## src/rtl/mem_bus_arbiter_if.sv

```systemverilog
// MemoryBus between the two masters, the arbiter and the slave bus mux.
// slave: the arbiter's view; master: the surrounding masters and slave mux.
interface mem_bus_arbiter_if;
  logic        req_a;
  logic        req_b;
  logic [29:0] a_address;
  logic [29:0] b_address;
  logic        a_mem_read;
  logic        b_mem_read;
  logic        a_mem_write;
  logic        b_mem_write;
  logic [3:0]  a_mask_byte;
  logic [3:0]  b_mask_byte;
  logic [31:0] a_write_data;
  logic [31:0] b_write_data;
  logic        gnt_a;
  logic        gnt_b;
  logic [31:0] a_read_data;
  logic [31:0] b_read_data;
  logic [29:0] s_address;
  logic        s_mem_read;
  logic        s_mem_write;
  logic [3:0]  s_mask_byte;
  logic [31:0] s_write_data;
  logic [31:0] s_read_data;
  logic        starve_switch;

  modport slave (
    input  req_a, req_b, a_address, b_address, a_mem_read, b_mem_read,
           a_mem_write, b_mem_write, a_mask_byte, b_mask_byte,
           a_write_data, b_write_data, s_read_data,
    output gnt_a, gnt_b, a_read_data, b_read_data, s_address, s_mem_read,
           s_mem_write, s_mask_byte, s_write_data, starve_switch
  );

  modport master (
    output req_a, req_b, a_address, b_address, a_mem_read, b_mem_read,
           a_mem_write, b_mem_write, a_mask_byte, b_mask_byte,
           a_write_data, b_write_data, s_read_data,
    input  gnt_a, gnt_b, a_read_data, b_read_data, s_address, s_mem_read,
           s_mem_write, s_mask_byte, s_write_data, starve_switch
  );
endinterface

```

## src/rtl/mem_bus_arbiter.sv

```systemverilog
// Two-master MemoryBus arbiter: probe (A) has fixed priority, a wait counter
// forces a hand-over when the non-owner has been held off for MAX_WAIT cycles.
module mem_bus_arbiter #(
  parameter int unsigned MAX_WAIT = 16
) (
  input  logic             clk,
  input  logic             rst,
  mem_bus_arbiter_if.slave bus
);
  localparam int unsigned CW = (MAX_WAIT > 0) ? $clog2(MAX_WAIT + 1) : 1;
  localparam logic [CW-1:0] WAIT_LAST = CW'(MAX_WAIT - 1);
  localparam bit GUARD_EN = (MAX_WAIT != 0);

  typedef enum logic [1:0] {IDLE, OWN_A, OWN_B} state_e;

  state_e        state_q, state_d;
  logic [CW-1:0] wait_q, wait_d;
  logic          starve_q, starve_d;
  logic          guard_hit;

  always_ff @(posedge clk or negedge rst) begin
    if (!rst) begin
      state_q  <= IDLE;
      wait_q   <= '0;
      starve_q <= 1'b0;
    end else begin
      state_q  <= state_d;
      wait_q   <= wait_d;
      starve_q <= starve_d;
    end
  end

  // Counter only advances while contended and is cleared on any state change,
  // so the forced switch always happens before it could overflow.
  always_comb begin
    state_d   = state_q;
    wait_d    = '0;
    starve_d  = 1'b0;
    guard_hit = GUARD_EN && (wait_q == WAIT_LAST);
    unique case (state_q)
      IDLE: begin
        if (bus.req_a)      state_d = OWN_A;
        else if (bus.req_b) state_d = OWN_B;
      end
      OWN_A: begin
        if (!bus.req_a) begin
          state_d = bus.req_b ? OWN_B : IDLE;
        end else if (bus.req_b) begin
          if (guard_hit) begin
            state_d  = OWN_B;
            starve_d = 1'b1;
          end else if (GUARD_EN) begin
            wait_d = wait_q + 1'b1;
          end
        end
      end
      OWN_B: begin
        if (!bus.req_b) begin
          state_d = bus.req_a ? OWN_A : IDLE;
        end else if (bus.req_a) begin
          if (guard_hit) begin
            state_d  = OWN_A;
            starve_d = 1'b1;
          end else if (GUARD_EN) begin
            wait_d = wait_q + 1'b1;
          end
        end
      end
      default: state_d = IDLE;
    endcase
  end

  always_comb begin
    bus.gnt_a         = (state_q == OWN_A);
    bus.gnt_b         = (state_q == OWN_B);
    bus.starve_switch = starve_q;
    bus.s_address     = '0;
    bus.s_mem_read    = 1'b0;
    bus.s_mem_write   = 1'b0;
    bus.s_mask_byte   = '0;
    bus.s_write_data  = '0;
    bus.a_read_data   = '0;
    bus.b_read_data   = '0;
    unique case (state_q)
      OWN_A: begin
        bus.s_address    = bus.a_address;
        bus.s_mem_read   = bus.a_mem_read & bus.req_a;
        bus.s_mem_write  = bus.a_mem_write & bus.req_a;
        bus.s_mask_byte  = bus.a_mask_byte;
        bus.s_write_data = bus.a_write_data;
        bus.a_read_data  = bus.s_read_data;
      end
      OWN_B: begin
        bus.s_address    = bus.b_address;
        bus.s_mem_read   = bus.b_mem_read & bus.req_b;
        bus.s_mem_write  = bus.b_mem_write & bus.req_b;
        bus.s_mask_byte  = bus.b_mask_byte;
        bus.s_write_data = bus.b_write_data;
        bus.b_read_data  = bus.s_read_data;
      end
      default: ;
    endcase
  end
endmodule

```

## src/flat_wrapper.sv

```systemverilog
// flat-port wrapper written by rule: the top's interface ports become plain ports
module mem_bus_arbiter_flat 
#(
  parameter int unsigned MAX_WAIT = 16
)
  (clk, rst, bus_req_a, bus_req_b, bus_a_address, bus_b_address, bus_a_mem_read, bus_b_mem_read, bus_a_mem_write, bus_b_mem_write, bus_a_mask_byte, bus_b_mask_byte, bus_a_write_data, bus_b_write_data, bus_s_read_data, bus_gnt_a, bus_gnt_b, bus_a_read_data, bus_b_read_data, bus_s_address, bus_s_mem_read, bus_s_mem_write, bus_s_mask_byte, bus_s_write_data, bus_starve_switch);
  mem_bus_arbiter_if bus_i ();
  input  logic clk;
  input  logic rst;
  input wire logic [$bits(bus_i.req_a)-1:0] bus_req_a;
  input wire logic [$bits(bus_i.req_b)-1:0] bus_req_b;
  input wire logic [$bits(bus_i.a_address)-1:0] bus_a_address;
  input wire logic [$bits(bus_i.b_address)-1:0] bus_b_address;
  input wire logic [$bits(bus_i.a_mem_read)-1:0] bus_a_mem_read;
  input wire logic [$bits(bus_i.b_mem_read)-1:0] bus_b_mem_read;
  input wire logic [$bits(bus_i.a_mem_write)-1:0] bus_a_mem_write;
  input wire logic [$bits(bus_i.b_mem_write)-1:0] bus_b_mem_write;
  input wire logic [$bits(bus_i.a_mask_byte)-1:0] bus_a_mask_byte;
  input wire logic [$bits(bus_i.b_mask_byte)-1:0] bus_b_mask_byte;
  input wire logic [$bits(bus_i.a_write_data)-1:0] bus_a_write_data;
  input wire logic [$bits(bus_i.b_write_data)-1:0] bus_b_write_data;
  input wire logic [$bits(bus_i.s_read_data)-1:0] bus_s_read_data;
  output wire logic [$bits(bus_i.gnt_a)-1:0] bus_gnt_a;
  output wire logic [$bits(bus_i.gnt_b)-1:0] bus_gnt_b;
  output wire logic [$bits(bus_i.a_read_data)-1:0] bus_a_read_data;
  output wire logic [$bits(bus_i.b_read_data)-1:0] bus_b_read_data;
  output wire logic [$bits(bus_i.s_address)-1:0] bus_s_address;
  output wire logic [$bits(bus_i.s_mem_read)-1:0] bus_s_mem_read;
  output wire logic [$bits(bus_i.s_mem_write)-1:0] bus_s_mem_write;
  output wire logic [$bits(bus_i.s_mask_byte)-1:0] bus_s_mask_byte;
  output wire logic [$bits(bus_i.s_write_data)-1:0] bus_s_write_data;
  output wire logic [$bits(bus_i.starve_switch)-1:0] bus_starve_switch;
  assign bus_i.req_a = bus_req_a;
  assign bus_i.req_b = bus_req_b;
  assign bus_i.a_address = bus_a_address;
  assign bus_i.b_address = bus_b_address;
  assign bus_i.a_mem_read = bus_a_mem_read;
  assign bus_i.b_mem_read = bus_b_mem_read;
  assign bus_i.a_mem_write = bus_a_mem_write;
  assign bus_i.b_mem_write = bus_b_mem_write;
  assign bus_i.a_mask_byte = bus_a_mask_byte;
  assign bus_i.b_mask_byte = bus_b_mask_byte;
  assign bus_i.a_write_data = bus_a_write_data;
  assign bus_i.b_write_data = bus_b_write_data;
  assign bus_i.s_read_data = bus_s_read_data;
  assign bus_gnt_a = bus_i.gnt_a;
  assign bus_gnt_b = bus_i.gnt_b;
  assign bus_a_read_data = bus_i.a_read_data;
  assign bus_b_read_data = bus_i.b_read_data;
  assign bus_s_address = bus_i.s_address;
  assign bus_s_mem_read = bus_i.s_mem_read;
  assign bus_s_mem_write = bus_i.s_mem_write;
  assign bus_s_mask_byte = bus_i.s_mask_byte;
  assign bus_s_write_data = bus_i.s_write_data;
  assign bus_starve_switch = bus_i.starve_switch;
  mem_bus_arbiter #(.MAX_WAIT(MAX_WAIT)) u_core (.clk(clk), .rst(rst), .bus(bus_i));
endmodule
```

## config.mk

```make
export PLATFORM = sky130hd
export DESIGN_NAME = mem_bus_arbiter_flat
export DESIGN_NICKNAME = d
export VERILOG_FILES = /design/src/rtl/mem_bus_arbiter_if.sv /design/src/rtl/mem_bus_arbiter.sv /design/src/flat_wrapper.sv
export SDC_FILE = /design/constraint.sdc
export NUM_CORES = 1
export LEC_CHECK = 0
export CAP_MARGIN = 20
export CORE_AREA = 2 2 118 120
export CTS_BUF_LIST = sky130_fd_sc_hd__clkbuf_4
export DETAILED_ROUTE_END_ITERATION = 6
export DIE_AREA = 0 0 120 122
export SETUP_SLACK_MARGIN = 0.2
export SKIP_LAST_GASP = 1
export SLEW_MARGIN = 25
export SYNTH_ARGS = -nofsm -noshare
export SYNTH_HDL_FRONTEND = slang
export SYNTH_SLANG_ARGS = --single-unit
```

## constraint.sdc

```tcl
create_clock -name clk -period 3.76 [get_ports clk]
set_input_delay 0.752 -clock clk [delete_from_list [all_inputs] [get_ports clk]]
set_output_delay 0.752 -clock clk [all_outputs]
set_load 0.01 [all_outputs]
```

==> results.md <==
* Endpoint class of the critical path: primary output
* Clock Tree Buf Depth at 2
* Top FF cell, synth: dfrtp_1
* Final min period at 3.364 ns
* # nets final at 738
* DRT Pass-1 Iters at 4
* Sequential area share after synthesis at between 10 and 15%
* Setup WS post-layout at 0.3960 ns
* Max Clock Skew at 0.003479 ns
* Hold buffer count at CTS at 0
* CP delay by family, top: buffers and inverters
* Top Ports at 307
* Slowest CP cell: clkdlybuf4s50_1
* H-tree levels at 1
* HP Class: reg2reg
* Critical Path Max Stage Delay at 0.58 ns
* Core region area at 13500 sq um
* Count of pins over their slew limit at 0
* RePlAce Congestion at 0.8524
* Kind of critical path: reg2out
* Post-route setup TNS at 0 ns
* Via/cell ratio at 4.196
* Pin count of the biggest net entering global routing at 77
* Worst skew pair latency at 0.25 ns
* Peak Freq at around 300 MHz
* Post-synth EDFFs at 0
* Postcts setup bufs at 0
* Die H at around 120 um
* Post-Syn Nets at 452
* Fill cells at about 1400
* Ant diodes at 0
* Vias in the first global route at 3099
* First-pass GRT wire length at 17.53 mm
* WP data arrival at 2.61 ns
* Dpl cell area at 5180 sq um
* # clock sinks at 8
* CTS tree: built
* Final Instance Area at roughly 5200 sq um
* Post-synth ARST share at 100.0%
* Reg clk slew, reported paths at 0.05 ns
* Max-Cap Viols at 0
* Share of the synthesized area in the top cell type at roughly a quarter
* Crit path cell chain: inv_1 > ha_4 > buf_12 > a22oi_1 > nor2b_1 > clkdlybuf4s50_1
* CTS Buf Count at 3
* Headroom to the max-slew limit at 50.46%
* Ranking of synthesized cells by area: a22oi_1 26%, nor2b_1 22%, and2_1 21%, dfrtp_1 10%, clkbuf_1 4.7%
* Vias at 3101
* Measured slew at the worst slew-check pin at 0.7432 ns
* Port Buffers at approximately 300
* CP Buf/Inv Count at 3
* Dpl hpwl at 9.425 mm
* Initial core utilization at 14.26%
* Syn Area/Cell at 7.002 sq um
* Rows at 43
* Post-CTS sizing at 0
* Antenna violations before repair at 0
* Flops & latches, synth at 8
* Grt ovf at 0
* Unique masters post-synth at 26
* Netlist Area Pre-Place at 1926 sq um
* Share of post-route cells with drive strength above 1 at 2.504%
* Crit Path Max Fanout at 53
* Root Driver: clkbuf_4
* Leakage at 0.001804 uW
* Leading area contributor after synthesis: a22oi_1
* Final-report hold violation count at 0
* Die area at 14640 sq um
* Final setup violating endpoints at 0
* Syn Inst Count at around 280
* WHS at around 0.46 ns
* Dpl ws at 0.6251 ns
* Wire length per cell at about 16 um
* DRT iter0 DRCs at 156
* Most frequent cell after synthesis: nor2b_1
* Status: finished, final reports clean
* PD cells at 513.8 nW/um^2
* Routed Antenna Nets at 0
* Routed wire length at around 12 mm
* Die span in x at 120 um
* Crit share post-route at between 80% and 90%
* RSZ-0062 raised after global routing: false
* Peak supply drop at 0.3179 mV
* Synth-to-Final Area Change at 170.2%
* WP data required at 3.01 ns
* DRC at 0
* Crit path launch type: register
* Total GRT Usage at 14.76%
* Synth Warn # at 0
* Top cells by count, synth: 68 x nor2b_1, 66 x a22oi_1, 65 x and2_1
stage by stage:
step	utilization, %	power [uW]	cells
2_1_floorplan	-	1329	275
6_report	38.53	2673	739
4_1_cts	38.53	2721	739
5_1_grt	38.53	2890	739
3_5_place_dp	38.36	2645	736
3_3_place_gp	38.36	2619	736
worst paths after layout:
kind | from | endpoint | slack [ns] | cells after the start
setup / recovery | u_core.state_q[0]$_DFFE_PN0P_ | bus_s_write_data[12] | 0.40 | 6
max in group asynchronous | rst | u_core.state_q[0]$_DFFE_PN0P_ | 2.72 | 1
hold / removal | u_core.wait_q[0]$_DFF_PN0_ | u_core.wait_q[0]$_DFF_PN0_ | 0.46 | 1
setup reg to reg | u_core.state_q[1]$_DFFE_PN0P_ | u_core.state_q[1]$_DFFE_PN0P_ | 1.57 | 6
hold reg to reg | u_core.wait_q[0]$_DFF_PN0_ | u_core.wait_q[0]$_DFF_PN0_ | 0.46 | 1
min in group asynchronous | rst | u_core.wait_q[2]$_DFF_PN0_ | 0.78 | 1
worst reg2reg max path, delay by kind of cell (launching register included):
family | cells | cell delay (ns)
fa+ha+maj | 1 | 0.39
flops | 1 | 0.42
buf+inv | 2 | 0.40
mux | 1 | 0.27
compound gates | 2 | 0.60
sequential cells by signal (all words and copies together) (netlist names):
| register | count |
|---|---|
| u_core.wait_q | 5 |
| u_core.bus.starve_switch | 1 |
| u_core.state_q | 2 |
kinds of logic after synthesis:
| logic type | after synthesis | share of synthesized area [%] |
|---|---|---|
| AND/OR/NAND/NOR | 147 | 46.91 |
| adder cells (fa/ha/maj) | 5 | 3.249 |
| flip-flops | 8 | 10.40 |
| XOR/XNOR | 2 | 0.9098 |
| buffers and inverters | 35 | 7.408 |
| AO/OA/AOI/OAI | 77 | 30.34 |
| multiplexers | 1 | 0.7795 |
report_power, final:
part | total (uW) | internal (uW) | switching [uW] | leakage, uW
Clock | 61.9 | 36.3 | 25.6 | 0.0000138
Combinational | 2500 | 1400 | 1100 | 0.00168
Sequential | 114 | 98.2 | 16.2 | 0.000109
layout by cell type (no fill, tap or decap):
| cell | count |
|---|---|
| nor2b_1 | 68 |
| a221o_1 | 1 |
| a22o_2 | 1 |
| a22oi_1 | 66 |
| xnor2_1 | 1 |
| mux2_4 | 1 |
| a32o_1 | 2 |
| o2111ai_1 | 1 |
| buf_12 | 2 |
| clkdlybuf4s50_1 | 306 |
| buf_4 | 3 |
| and2_1 | 65 |
| and3b_2 | 1 |
| a32oi_1 | 2 |
| inv_1 | 5 |
| nor2_1 | 6 |
| a211oi_1 | 1 |
| xor2_1 | 1 |
| clkbuf_4 | 3 |
| nand2_1 | 2 |
| o21ai_0 | 3 |
| ha_2 | 1 |
| nand3_1 | 2 |
| nand4b_1 | 1 |
| ha_4 | 2 |
| dfrtp_1 | 8 |
| nand2b_1 | 2 |
| ha_1 | 2 |
area by class of cell:
| class | instances | area, sq um | area share, % |
|---|---|---|---|
| Inverter | 5 | 18.77 | 0.3608 |
| Multi-Input combinational cell | 232 | 1610 | 30.95 |
| Timing Repair Buffer | 311 | 3126 | 60.08 |
| Sequential cell | 8 | 200.2 | 3.848 |
| Tap cell | 180 | 225.2 | 4.329 |
| Clock buffer | 3 | 22.52 | 0.4329 |
layer usage:
layer,vias to the layer above,share of wire [%],global-route usage [%]
met2,162,52,26.85
met3,2,8.8,4.167
met4,0,0.21,0.7353
met1,1408,39,18.12
met5,-,0,0
li1,1529,-,-
(Power assumes the default switching activity.)
